$ cat src/rtl/cpa_seg_resolver.sv
// cpa_seg_resolver
// Multi-cycle carry-propagate adder that resolves a carry-save pair into a
// binary result, SEG bits per cycle, with valid/ready handshakes on both sides.
//
// Parameters:
//   WIDTH - operand/result width (>= 2, multiple of SEG)
//   SEG   - bits resolved per cycle (1..WIDTH)
// Ports:
//   clk, rst           - clock, synchronous active-high reset
//   in_valid/in_ready  - operand handshake (sum, carry)
//   sum, carry         - carry-save pair; carry bit i weighs 2^(i+1)
//   out_valid/out_ready- result handshake
//   result             - (sum + (carry << 1)) mod 2^WIDTH
//   cout               - unsigned carry out of the WIDTH-bit add
//   ovf                - two's-complement overflow of the WIDTH-bit add
module cpa_seg_resolver #(
  parameter int WIDTH = 16,
  parameter int SEG   = 4
) (
  input  logic             clk,
  input  logic             rst,
  input  logic             in_valid,
  output logic             in_ready,
  input  logic [WIDTH-1:0] sum,
  input  logic [WIDTH-1:0] carry,
  output logic             out_valid,
  input  logic             out_ready,
  output logic [WIDTH-1:0] result,
  output logic             cout,
  output logic             ovf
);

  localparam int NSEG = WIDTH / SEG;
  localparam int IW   = (NSEG > 1) ? $clog2(NSEG) : 1;

  localparam logic [1:0] S_IDLE = 2'd0;
  localparam logic [1:0] S_BUSY = 2'd1;
  localparam logic [1:0] S_DONE = 2'd2;

  logic [1:0]       state;
  logic [IW-1:0]    seg_idx;
  logic [WIDTH-1:0] a_q;
  logic [WIDTH-1:0] b_q;
  logic [WIDTH-1:0] res_q;
  logic             c_q;
  logic             cout_q;
  logic             ovf_q;

  logic [SEG-1:0]   a_seg;
  logic [SEG-1:0]   b_seg;
  logic [SEG-1:0]   r_seg;
  logic             c_next;
  logic             last_seg;
  logic             accept;

  // carry[WIDTH-1] would weigh 2^WIDTH and falls outside the result.
  logic             carry_msb_unused;
  assign carry_msb_unused = carry[WIDTH-1];

  // in_ready never looks at in_valid, so no combinational loop with the sender.
  assign in_ready  = !rst && ((state == S_IDLE) || ((state == S_DONE) && out_ready));
  assign accept    = in_valid && in_ready;
  assign out_valid = (state == S_DONE);
  assign result    = res_q;
  assign cout      = cout_q;
  assign ovf       = ovf_q;

  assign last_seg  = (seg_idx == IW'(NSEG - 1));

  always_comb begin
    a_seg = a_q[SEG*int'(seg_idx) +: SEG];
    b_seg = b_q[SEG*int'(seg_idx) +: SEG];
    {c_next, r_seg} = {1'b0, a_seg} + {1'b0, b_seg} + {{SEG{1'b0}}, c_q};
  end

  always_ff @(posedge clk) begin
    if (rst) begin
      state   <= S_IDLE;
      seg_idx <= '0;
      c_q     <= 1'b0;
      a_q     <= '0;
      b_q     <= '0;
      res_q   <= '0;
      cout_q  <= 1'b0;
      ovf_q   <= 1'b0;
    end else begin
      case (state)
        S_IDLE: begin
          if (accept) begin
            a_q     <= sum;
            b_q     <= {carry[WIDTH-2:0], 1'b0};
            seg_idx <= '0;
            c_q     <= 1'b0;
            state   <= S_BUSY;
          end
        end
        S_BUSY: begin
          res_q[SEG*int'(seg_idx) +: SEG] <= r_seg;
          c_q <= c_next;
          if (last_seg) begin
            seg_idx <= '0;
            cout_q  <= c_next;
            // r_seg MSB is the final result MSB on the last segment.
            ovf_q   <= (a_q[WIDTH-1] == b_q[WIDTH-1]) && (r_seg[SEG-1] != a_q[WIDTH-1]);
            state   <= S_DONE;
          end else begin
            seg_idx <= seg_idx + 1'b1;
          end
        end
        S_DONE: begin
          // Transfer and a new accept may share one edge.
          if (accept) begin
            a_q     <= sum;
            b_q     <= {carry[WIDTH-2:0], 1'b0};
            seg_idx <= '0;
            c_q     <= 1'b0;
            state   <= S_BUSY;
          end else if (out_ready) begin
            state <= S_IDLE;
          end
        end
        default: state <= S_IDLE;
      endcase
    end
  end

endmodule
$ cat config.mk
export PLATFORM = sky130hd
export DESIGN_NAME = cpa_seg_resolver
export DESIGN_NICKNAME = d
export VERILOG_FILES = /design/src/rtl/cpa_seg_resolver.sv
export SDC_FILE = /design/constraint.sdc
export NUM_CORES = 1
export LEC_CHECK = 0
export BUFFER_PORTS_ARGS = -buffer_cell sky130_fd_sc_hd__buf_2
export CORE_MARGIN = 2
export CORE_UTILIZATION = 35
export CTS_CLUSTER_DIAMETER = 150
export CTS_CLUSTER_SIZE = 10
export DETAILED_ROUTE_END_ITERATION = 8
export SETUP_SLACK_MARGIN = 0.02
export SKIP_CTS_REPAIR_TIMING = 1
export SLEW_MARGIN = 20
export SYNTH_ARGS = -nofsm -noshare
export SYNTH_HDL_FRONTEND = slang
export SYNTH_SLANG_ARGS = --single-unit
$ cat constraint.sdc
create_clock -name clk -period 3.35 [get_ports clk]
set_input_delay 0 -clock clk [delete_from_list [all_inputs] [get_ports clk]]
set_output_delay 0 -clock clk [all_outputs]
set_load 0.02 [all_outputs]
==> results of run 1 <==
## worst max-delay path: stages (launching register included)
cell	delay (ns)
sky130_fd_sc_hd__dfxtp_1	0.66
sky130_fd_sc_hd__mux4_2	0.60
sky130_fd_sc_hd__fa_1	0.44
sky130_fd_sc_hd__fa_1	0.42
sky130_fd_sc_hd__xor2_1	0.40
sky130_fd_sc_hd__a22oi_1	0.16
sky130_fd_sc_hd__nor2_1	0.11
## per-stage QoR
stage,instances,area [sq um]
global placement,406,2850
finish,445,3270
detailed placement,406,2850
global route,445,3270
CTS,414,2960
floorplan,269,2500
## state kept, by name, indices dropped and copies added, names as in the netlist
signal	cells
cout	1
a_q	16
c_q	1
state	2
result	16
seg_idx	2
ovf	1
b_q	15
## power by group through the flow
stage	clock (mW)	combinational, mW	sequential [mW]
6_report	0.440	0.248	0.708
5_1_grt	0.471	0.276	0.713
4_1_cts	0.452	0.223	0.708
3_5_place_dp	0	0.221	0.723
3_3_place_gp	0	0.219	0.722
2_1_floorplan	0	0.162	0.713
## placed cells by master, fill, tap and decap left out, drive strengths merged, types with 2 or more instances in the layout
cell type,count
dlygate4sd3,31
o21ai,32
fa,2
buf,58
mux4,7
a211oi,2
dfxtp,54
nor2,17
a21oi,8
nand2b,32
inv,4
or3b,4
nor4,4
clkbuf,6
or3,2
nand3,2
ha,9
nand2,45
a22oi,12
## final timing paths
check | from | to | slack, ns | depth (start not counted)
worst max-delay path | seg_idx[0]$_SDFFE_PP0P_ | result[2]$_SDFFE_PP0P_ | 0.49 | 6
worst min register to register | result[15]$_SDFFE_PP0P_ | result[15]$_SDFFE_PP0P_ | 0.46 | 2
worst max register to register | seg_idx[0]$_SDFFE_PP0P_ | result[2]$_SDFFE_PP0P_ | 0.49 | 6
worst min-delay path | out_ready | state[1]$_SDFFE_PP0P_ | 0.06 | 4
## cell families (layout without fill, tap and decap cells)
family | count (synthesis) | count (layout) | synth area share
buf+inv | 21 | 101 | 0.0376
flops | 54 | 54 | 0.433
mux | 8 | 8 | 0.0672
xor+xnor | 1 | 1 | 0.00351
compound gates | 61 | 61 | 0.148
simple gates | 113 | 113 | 0.250
fa+ha+maj | 11 | 11 | 0.0612
## per-layer routing
| metal | GRT usage | vias up | share of wire |
|---|---|---|---|
| li1 | - | 1080 | - |
| met1 | 0.207 | 964 | 0.49 |
| met2 | 0.203 | 56 | 0.44 |
| met3 | 0.0345 | 7 | 0.051 |
| met4 | 0.0579 | 0 | 0.016 |
| met5 | 0 | - | 0 |
## cell type report
| cell class | count | area share |
|---|---|---|
| timing repair buffer | 89 | 0.187 |
| multi-input combinational | 194 | 0.408 |
| sequential | 54 | 0.331 |
| clock buffer | 6 | 0.0222 |
| tap | 96 | 0.0367 |
| inverter | 4 | 0.00459 |
| clock inverter | 2 | 0.0115 |
==> metrics.txt, run 1 <==
# TYPE chip_impl_metric gauge
chip_impl_metric{name="total_global_routing_track_utilization",unit=""} 0.143
chip_impl_metric{name="die_area",unit="sq um"} 7820
chip_impl_metric{name="p_per_area",unit="nW/um^2"} 427
chip_impl_info{name="critPathLaunchType",value="flip-flop"} 1
chip_impl_metric{name="avgRoutedWirePerCell",unit="um"} 12.4
chip_impl_metric{name="async_flop_share",unit=""} 0
chip_impl_metric{name="synth.lib_cells_used.distinct",unit=""} 36
chip_impl_info{name="worst-setup-path-type",value="reg -> reg"} 1
chip_impl_metric{name="i_o_buffers",unit=""} 54
chip_impl_metric{name="boundaryPins",unit=""} 56
chip_impl_metric{name="internal_power",unit="mW"} 1.02
chip_impl_metric{name="timing.final.crit_share",unit=""} 0.855
chip_impl_metric{name="worstMarginPinSlew",unit="ns"} 0.660
chip_impl_info{name="setup.worst_path.end_class",value="flip-flop"} 1
chip_impl_info{name="clock_tree.root_cell",value="sky130_fd_sc_hd__clkbuf_8"} 1
chip_impl_metric{name="num-fill-cells",unit=""} 681
chip_impl_metric{name="grt_first_pass_wirelength",unit="um"} 8560
chip_impl_metric{name="pin_count_of_the_biggest_net_entering_global_routing",unit=""} 67
chip_impl_metric{name="first_global_vias",unit=""} 1753
chip_impl_metric{name="p_clk_frac",unit=""} 0.315
chip_impl_metric{name="antenna_found_initial",unit=""} 0
chip_impl_metric{name="worstPathArrival",unit="ns"} 3.11
chip_impl_metric{name="drv.max_cap_violation_count",unit=""} 0
chip_impl_info{name="hp-class",value="in -> reg"} 1
chip_impl_metric{name="fin_util",unit=""} 0.479
chip_impl_info{name="outcome",value="completed"} 1
chip_impl_metric{name="power.leakage",unit="nW"} 1.30
chip_impl_metric{name="antenna-diode-count",unit=""} 0
chip_impl_metric{name="detail_route.wirelength",unit="um"} 5530
chip_impl_metric{name="postLayoutSetupSlackWorst",unit="ns"} 0.486
chip_impl_metric{name="ir_worst_vdd",unit="mV"} 0.222
chip_impl_metric{name="synth-warning-count",unit=""} 0
chip_impl_info{name="synthTopCellsByCount",value="sky130_fd_sc_hd__dfxtp_1 (54), sky130_fd_sc_hd__nand2_1 (45), sky130_fd_sc_hd__nand2b_1 (32), sky130_fd_sc_hd__o21ai_0 (31), sky130_fd_sc_hd__nor2_1 (17)"} 1
chip_impl_metric{name="clock-sinks",unit=""} 54
chip_impl_metric{name="half_perimeter_wire_length_after_placement",unit="um"} 3530
chip_impl_metric{name="power.switching",unit="mW"} 0.376
chip_impl_metric{name="final_net_count",unit=""} 395
chip_impl_metric{name="postSynthRegisterBits",unit=""} 54
chip_impl_info{name="synth.most_common_cell",value="sky130_fd_sc_hd__dfxtp_1"} 1
chip_impl_metric{name="htree_num_levels",unit=""} 2
chip_impl_info{name="tritoncts",value="yes"} 1
chip_impl_metric{name="clkLatencyLatePin",unit="ns"} 0.31
chip_impl_metric{name="detailed_routing_iterations_pass_1",unit=""} 4
chip_impl_metric{name="mapped_avg_cell_area",unit="sq um"} 9.28
chip_impl_metric{name="layout-area-overhead-vs-synth",unit="%"} 31.0
chip_impl_metric{name="row_count",unit=""} 30
chip_impl_metric{name="seqCellArea",unit="sq um"} 1080
chip_impl_metric{name="floorplan.initialDensity",unit=""} 0.365
chip_impl_metric{name="drtAntennaViolNets",unit=""} 0
chip_impl_metric{name="placeableCoreArea",unit="sq um"} 6830
chip_impl_metric{name="clock_period_minus_worst_slack",unit="ns"} 2.86
chip_impl_metric{name="sw_frac_of_total",unit=""} 0.269
chip_impl_info{name="post_synth_main_area_contributors",value="sky130_fd_sc_hd__dfxtp_1 (43%), sky130_fd_sc_hd__nand2b_1 (8.0%), sky130_fd_sc_hd__nand2_1 (6.8%), sky130_fd_sc_hd__mux4_2 (6.3%), sky130_fd_sc_hd__o21ai_0 (6.2%)"} 1
chip_impl_metric{name="dr_total_vias",unit=""} 2107
chip_impl_info{name="synth-main-ff-cell",value="sky130_fd_sc_hd__dfxtp_1"} 1
chip_impl_info{name="grt_setup_unrepaired",value="false"} 1
chip_impl_metric{name="synth_nets",unit=""} 316
chip_impl_metric{name="timing.fmax",unit="MHz"} 349
chip_impl_metric{name="die_height",unit="um"} 88.5
chip_impl_info{name="synth_area_leader_cell",value="sky130_fd_sc_hd__dfxtp_1"} 1
chip_impl_metric{name="setup_viol",unit=""} 0
chip_impl_metric{name="number_of_flops_mapped_to_enable_cells_by_yosys",unit=""} 0
chip_impl_metric{name="synth_largest_type_area_fraction",unit=""} 0.433
chip_impl_metric{name="path_max_fanout",unit=""} 8
chip_impl_metric{name="finClkSkew",unit="ns"} 0.0116
chip_impl_metric{name="cts_buffers",unit=""} 5
chip_impl_metric{name="grt-ovfl-total",unit=""} 0
chip_impl_metric{name="share_of_final_layout_standard_cells_stronger_than_drive_strength_1",unit=""} 0.223
chip_impl_metric{name="final-hold-violation-count",unit=""} 0
chip_impl_metric{name="cts_max_path_buffers",unit=""} 2
chip_impl_metric{name="design_power_total",unit="mW"} 1.40
chip_impl_metric{name="post-place-ws",unit="ns"} 0.419
chip_impl_metric{name="hold-worst-slack",unit="ns"} 0.0554
chip_impl_metric{name="finalWeightedCongestion",unit=""} 0.717
chip_impl_metric{name="synth-seq-area-share",unit=""} 0.433
chip_impl_metric{name="post_synth_inst_count",unit=""} 269
chip_impl_metric{name="syn_area",unit="sq um"} 2500
chip_impl_metric{name="area_used_by_multi_input_combinational_logic",unit="sq um"} 1330
chip_impl_metric{name="seq_power_share",unit=""} 0.507
chip_impl_metric{name="combPwrFrac",unit=""} 0.178
chip_impl_metric{name="drtIter0Drc",unit=""} 89
chip_impl_metric{name="crit_required",unit="ns"} 3.60
chip_impl_metric{name="dieWidth",unit="um"} 88.5
chip_impl_metric{name="max-slew-margin-rel",unit=""} 0.559
chip_impl_metric{name="setup_tns",unit="ns"} 0
chip_impl_metric{name="dr_vias_cell",unit=""} 4.73
chip_impl_metric{name="cts.clk_slew.worst_paths",unit="ns"} 0.10
chip_impl_metric{name="report.final.slew_viol_count",unit=""} 0
chip_impl_metric{name="route.detailed.drc",unit=""} 0
No activity file was read; power rests on OpenSTA's default activity.
==> inputs of run 2 (changes only) <==
- GPL_ROUTABILITY_DRIVEN: not set -> 0
- REMOVE_ABC_BUFFERS: not set -> 1
==> metrics.txt, run 2 (synthesized netlist as in run 1, its figures left out) <==
# TYPE chip_impl_metric gauge
chip_impl_metric{name="floorplan.initialDensity",unit=""} 0.365
chip_impl_info{name="worst-setup-path-type",value="reg -> reg"} 1
chip_impl_metric{name="hold-worst-slack",unit="ns"} 0.0688
chip_impl_metric{name="cts.clk_slew.worst_paths",unit="ns"} 0.09
chip_impl_metric{name="detail_route.wirelength",unit="um"} 5370
chip_impl_metric{name="pin_count_of_the_biggest_net_entering_global_routing",unit=""} 67
chip_impl_metric{name="dieWidth",unit="um"} 88.5
chip_impl_metric{name="setup_viol",unit=""} 0
chip_impl_info{name="critPathLaunchType",value="flip-flop"} 1
chip_impl_metric{name="worstMarginPinSlew",unit="ns"} 0.627
chip_impl_info{name="final_cell_mix",value="sky130_fd_sc_hd__dfxtp_1 (54), sky130_fd_sc_hd__buf_2 (54), sky130_fd_sc_hd__nand2_1 (45)"} 1
chip_impl_metric{name="p_per_area",unit="nW/um^2"} 408
chip_impl_info{name="slowest_stage",value="sky130_fd_sc_hd__dfxtp_1"} 1
chip_impl_metric{name="die_area",unit="sq um"} 7820
chip_impl_metric{name="antenna_found_initial",unit=""} 0
chip_impl_metric{name="cp_slowest_stage_delay",unit="ns"} 0.58
chip_impl_metric{name="boundaryPins",unit=""} 56
chip_impl_metric{name="detailed_routing_iterations_pass_1",unit=""} 4
chip_impl_info{name="clock_tree.root_cell",value="sky130_fd_sc_hd__clkbuf_8"} 1
chip_impl_metric{name="ir_worst_vdd",unit="mV"} 0.164
chip_impl_metric{name="power.leakage",unit="nW"} 1.30
chip_impl_metric{name="die_height",unit="um"} 88.5
chip_impl_metric{name="layout.cells.non_filler",unit=""} 446
chip_impl_metric{name="total_global_routing_track_utilization",unit=""} 0.141
chip_impl_metric{name="half_perimeter_wire_length_after_placement",unit="um"} 3570
chip_impl_metric{name="first_global_vias",unit=""} 1879
chip_impl_metric{name="final_net_count",unit=""} 396
chip_impl_info{name="worstPathCellList",value="buf_4 > mux4_2 > ha_1 > a21oi_1 > a21boi_1 > or4_1 > a311oi_1"} 1
chip_impl_metric{name="final-hold-violation-count",unit=""} 0
chip_impl_metric{name="grt-ovfl-total",unit=""} 0
chip_impl_metric{name="timing.fmax",unit="MHz"} 353
chip_impl_metric{name="path_max_fanout",unit=""} 8
chip_impl_metric{name="avgRoutedWirePerCell",unit="um"} 12.0
chip_impl_metric{name="finClkSkew",unit="ns"} 0.0131
chip_impl_metric{name="i_o_buffers",unit=""} 54
chip_impl_metric{name="numPlacedInstances",unit=""} 407
chip_impl_metric{name="dr_vias_cell",unit=""} 4.67
chip_impl_metric{name="crit_required",unit="ns"} 3.57
chip_impl_metric{name="report.final.slew_viol_count",unit=""} 0
chip_impl_metric{name="antenna-diode-count",unit=""} 0
chip_impl_metric{name="timing.final.crit_share",unit=""} 0.845
chip_impl_metric{name="drv.max_cap_violation_count",unit=""} 0
chip_impl_metric{name="rrSetupSlack",unit="ns"} 0.52
chip_impl_metric{name="max-slew-margin-rel",unit=""} 0.582
chip_impl_info{name="grt_setup_unrepaired",value="false"} 1
chip_impl_metric{name="placeableCoreArea",unit="sq um"} 6830
chip_impl_metric{name="drtAntennaViolNets",unit=""} 0
chip_impl_info{name="outcome",value="completed"} 1
chip_impl_metric{name="route.detailed.drc",unit=""} 0
chip_impl_metric{name="clkLatencyLatePin",unit="ns"} 0.31
chip_impl_info{name="path_delay_family",value="compound AO/OA/AOI/OAI gates"} 1
chip_impl_metric{name="count_of_buffer_and_inverter_cells_on_the_critical_path",unit=""} 1
chip_impl_info{name="hp-class",value="in -> reg"} 1
chip_impl_metric{name="row_count",unit=""} 30
chip_impl_info{name="tritoncts",value="yes"} 1
chip_impl_metric{name="layout-area-overhead-vs-synth",unit="%"} 30.6
chip_impl_metric{name="htree_num_levels",unit=""} 2
chip_impl_info{name="setup.worst_path.end_class",value="flip-flop"} 1
chip_impl_metric{name="grt_first_pass_wirelength",unit="um"} 8670
chip_impl_metric{name="worstPathArrival",unit="ns"} 3.04
chip_impl_metric{name="clock_period_minus_worst_slack",unit="ns"} 2.83
chip_impl_metric{name="setup_tns",unit="ns"} 0
chip_impl_metric{name="share_of_final_layout_standard_cells_stronger_than_drive_strength_1",unit=""} 0.226
chip_impl_metric{name="cts_buffers",unit=""} 5
chip_impl_metric{name="drtIter0Drc",unit=""} 86
chip_impl_metric{name="dr_total_vias",unit=""} 2082
chip_impl_metric{name="clock-sinks",unit=""} 54
chip_impl_metric{name="cts_max_path_buffers",unit=""} 2
[run 2: final timing paths]
path	start	to	cells past startpoint
worst max-delay path	seg_idx[0]$_SDFFE_PP0P_	ovf$_SDFFE_PP0P_	7
worst min-delay path	out_ready	state[1]$_SDFFE_PP0P_	4
worst min register to register	result[15]$_SDFFE_PP0P_	result[15]$_SDFFE_PP0P_	2
worst max register to register	seg_idx[0]$_SDFFE_PP0P_	ovf$_SDFFE_PP0P_	7
[run 2: area by class of cell]
| cell class | instances | area [sq um] |
|---|---|---|
| clock buffer | 7 | 86.3 |
| clock inverter | 1 | 5.00 |
| fill | 707 | 3570 |
| inverter | 4 | 15.0 |
| multi-input combinational | 194 | 1330 |
| sequential | 54 | 1080 |
| tap | 96 | 120 |
| timing repair buffer | 90 | 618 |
[run 2: tightest hold or removal path, stage by stage]
cell	delay (ns)
sky130_fd_sc_hd__buf_2	0.08
sky130_fd_sc_hd__inv_1	0.07
sky130_fd_sc_hd__a21oi_1	0.14
sky130_fd_sc_hd__nor2_1	0.04
[run 2: report_power, final]
group	switching [mW]	leakage (nW)	total, mW	internal, mW
Clock	0.204	0.0482	0.372	0.167
Combinational	0.131	0.814	0.252	0.121
Sequential	0.0274	0.441	0.706	0.679
[run 2: stage by stage]
step	power, mW	setup slack [ns]	cell area (sq um)	utilization
2_1_floorplan	0.860	-0.0615	2420	-
3_3_place_gp	0.945	0.564	2860	0.418
3_5_place_dp	0.946	0.524	2860	0.418
4_1_cts	1.32	0.485	2950	0.432
5_1_grt	1.40	0.348	3260	0.477
6_report	1.33	0.521	3260	0.477
[run 2: routing by layer]
layer  vias to the layer above  wire [um]  track usage  share of wire
met5                         -          0            0              0
met2                        38       2410        0.229           0.45
met3                         5        185       0.0317          0.034
met1                       959       2730        0.188           0.51
met4                         0         52       0.0413         0.0097
li1                       1080          -            -              -
==> inputs of run 3 (changes only) <==
- clock period: 3.35 -> 2.3 ns (I/O delays scaled with it)
==> metrics.txt, run 3 (synthesized netlist as in run 1, its figures left out) <==
# TYPE chip_impl_metric gauge
chip_impl_info{name="outcome",value="finished, violations left"} 1
chip_impl_info{name="failing_checks",value="setup timing"} 1
chip_impl_metric{name="num-fill-cells",unit=""} 672
chip_impl_metric{name="timing.fmax",unit="MHz"} 416
chip_impl_metric{name="post-place-ws",unit="ns"} -0.218
chip_impl_metric{name="half_perimeter_wire_length_after_placement",unit="um"} 3880
chip_impl_info{name="crit-reg2reg-capture",value="ovf$_SDFFE_PP0P_"} 1
chip_impl_info{name="tritoncts",value="yes"} 1
chip_impl_metric{name="grt-ovfl-total",unit=""} 0
chip_impl_metric{name="path_max_fanout",unit=""} 5
chip_impl_metric{name="row_count",unit=""} 30
chip_impl_metric{name="layout-area-overhead-vs-synth",unit="%"} 42.0
chip_impl_metric{name="floorplan.initialDensity",unit=""} 0.365
chip_impl_metric{name="clock-sinks",unit=""} 54
chip_impl_metric{name="antenna_found_initial",unit=""} 0
chip_impl_info{name="min-delay-start",value="out_ready"} 1
chip_impl_metric{name="detailed_routing_iterations_pass_1",unit=""} 4
chip_impl_metric{name="finClkSkew",unit="ns"} 0.00989
chip_impl_metric{name="first_global_vias",unit=""} 1893
chip_impl_metric{name="final-hold-violation-count",unit=""} 0
chip_impl_metric{name="dieWidth",unit="um"} 88.5
chip_impl_metric{name="route.detailed.drc",unit=""} 0
chip_impl_metric{name="cts.clk_slew.worst_paths",unit="ns"} 0.10
chip_impl_info{name="grt_setup_unrepaired",value="true"} 1
chip_impl_metric{name="max-slew-margin-rel",unit=""} 0.621
chip_impl_metric{name="power.leakage",unit="nW"} 1.41
chip_impl_metric{name="cts_buffers",unit=""} 5
chip_impl_info{name="worst_r2r_startpoint",value="seg_idx[1]$_SDFFE_PP0P_"} 1
chip_impl_metric{name="setup_viol",unit=""} 8
chip_impl_metric{name="setup_tns",unit="ns"} -0.212
chip_impl_metric{name="total_global_routing_track_utilization",unit=""} 0.145
chip_impl_metric{name="drtAntennaViolNets",unit=""} 0
chip_impl_metric{name="htree_num_levels",unit=""} 2
chip_impl_metric{name="dr_total_vias",unit=""} 2183
chip_impl_info{name="setup.worst_path.end_class",value="flip-flop"} 1
chip_impl_metric{name="die_area",unit="sq um"} 7820
chip_impl_metric{name="area_used_by_multi_input_combinational_logic",unit="sq um"} 1410
chip_impl_metric{name="i_o_buffers",unit=""} 54
chip_impl_metric{name="boundaryPins",unit=""} 56
chip_impl_info{name="min_delay_worst_endpoint",value="state[1]$_SDFFE_PP0P_"} 1
chip_impl_metric{name="worstPathArrival",unit="ns"} 2.63
chip_impl_metric{name="placeableCoreArea",unit="sq um"} 6830
chip_impl_metric{name="drtIter0Drc",unit=""} 80
chip_impl_metric{name="pin_count_of_the_biggest_net_entering_global_routing",unit=""} 67
chip_impl_metric{name="p_per_area",unit="nW/um^2"} 601
chip_impl_metric{name="cts_max_path_buffers",unit=""} 2
chip_impl_metric{name="ir_worst_vdd",unit="mV"} 0.265
chip_impl_metric{name="clock_period_minus_worst_slack",unit="ns"} 2.40
chip_impl_metric{name="drv.max_cap_violation_count",unit=""} 0
chip_impl_metric{name="grt_first_pass_wirelength",unit="um"} 8930
chip_impl_metric{name="rrSetupSlack",unit="ns"} -0.10
chip_impl_metric{name="hold_depth",unit=""} 4
chip_impl_metric{name="dr_vias_cell",unit=""} 4.69
chip_impl_metric{name="antenna-diode-count",unit=""} 0
chip_impl_info{name="hp-class",value="in -> reg"} 1
chip_impl_metric{name="r2r.worst_path.cells",unit=""} 6
chip_impl_info{name="final_cell_mix",value="sky130_fd_sc_hd__buf_2 (54), sky130_fd_sc_hd__dfxtp_1 (52), sky130_fd_sc_hd__nand2_1 (45)"} 1
chip_impl_info{name="worst-setup-path-type",value="reg -> reg"} 1
chip_impl_info{name="clock_tree.root_cell",value="sky130_fd_sc_hd__clkbuf_8"} 1
chip_impl_metric{name="crit_required",unit="ns"} 2.53
chip_impl_metric{name="avgRoutedWirePerCell",unit="um"} 12.3
chip_impl_metric{name="postLayoutSetupSlackWorst",unit="ns"} -0.101
chip_impl_metric{name="die_height",unit="um"} 88.5
chip_impl_metric{name="timing.final.crit_share",unit=""} 1.04
chip_impl_metric{name="final_net_count",unit=""} 415
chip_impl_info{name="critPathLaunchType",value="flip-flop"} 1
chip_impl_metric{name="worstMarginPinSlew",unit="ns"} 0.568
chip_impl_metric{name="clkLatencyLatePin",unit="ns"} 0.31
chip_impl_info{name="layout.cells.most_common",value="sky130_fd_sc_hd__buf_2"} 1
chip_impl_metric{name="detail_route.wirelength",unit="um"} 5730
chip_impl_metric{name="report.final.slew_viol_count",unit=""} 0
chip_impl_metric{name="seqCellArea",unit="sq um"} 1090
chip_impl_metric{name="share_of_final_layout_standard_cells_stronger_than_drive_strength_1",unit=""} 0.309
## run 3: changes by cell type in the layout (fill, tap and decap cells not counted), sizes merged
cell	change
bufinv	+1
clkinvlp	+2
buf	+19
clkinv	-1
clkbuf	-2
## run 3: how the worst max path moves through the flow
stage	from	to
detailed placement	seg_idx[0]$_SDFFE_PP0P_	result[10]$_SDFFE_PP0P_
finish	seg_idx[1]$_SDFFE_PP0P_	ovf$_SDFFE_PP0P_
global placement	seg_idx[0]$_SDFFE_PP0P_	c_q$_SDFFE_PP0P_
CTS	seg_idx[0]$_SDFFE_PP0P_	result[10]$_SDFFE_PP0P_
global route	seg_idx[0]$_SDFFE_PP0P_	ovf$_SDFFE_PP0P_
floorplan	state[1]$_SDFFE_PP0P_	a_q[0]$_SDFFE_PP0P_
## run 3: cell type report
type | count | area share
multi-input cells | 194 | 0.398
flip-flops and latches | 54 | 0.306
clock inverters | 3 | 0.0127
clock buffers | 5 | 0.0194
well taps | 96 | 0.0339
inverters | 4 | 0.00424
repair buffers | 109 | 0.225
## run 3: layer usage
layer  up-vias  part of all wire  GRT usage
met3         7             0.032     0.0326
met5         -                 0          0
met1      1015              0.48      0.196
li1       1121                 -          -
met4         0            0.0092     0.0331
met2        40              0.48      0.237
## run 3: stage by stage
step | instance area (sq um) | utilization | hold WS, ns | total power, mW | cells
floorplan | 2420 | - | 0.0691 | 1.25 | 252
global placement | 3000 | 0.440 | 0.196 | 1.42 | 423
detailed placement | 3000 | 0.440 | 0.199 | 1.42 | 423
global route | 3540 | 0.519 | 0.0580 | 2.23 | 465
finish | 3540 | 0.519 | 0.0403 | 2.13 | 465
CTS | 3120 | 0.456 | -0.132 | 2.07 | 431
## run 3: critical path: stages (launching register included)
cell and delay, ns:
sky130_fd_sc_hd__dfxtp_2 0.43, sky130_fd_sc_hd__buf_12 0.12, sky130_fd_sc_hd__mux4_2 0.50, sky130_fd_sc_hd__ha_1 0.35, sky130_fd_sc_hd__a21boi_2 0.18, sky130_fd_sc_hd__or4_1 0.47
sky130_fd_sc_hd__a311oi_1 0.27
## run 3: power by group
group          switching, mW  internal (mW)  total (mW)
Clock                  0.326          0.324       0.651
Combinational          0.219          0.234       0.453
Sequential            0.0361          0.989        1.03
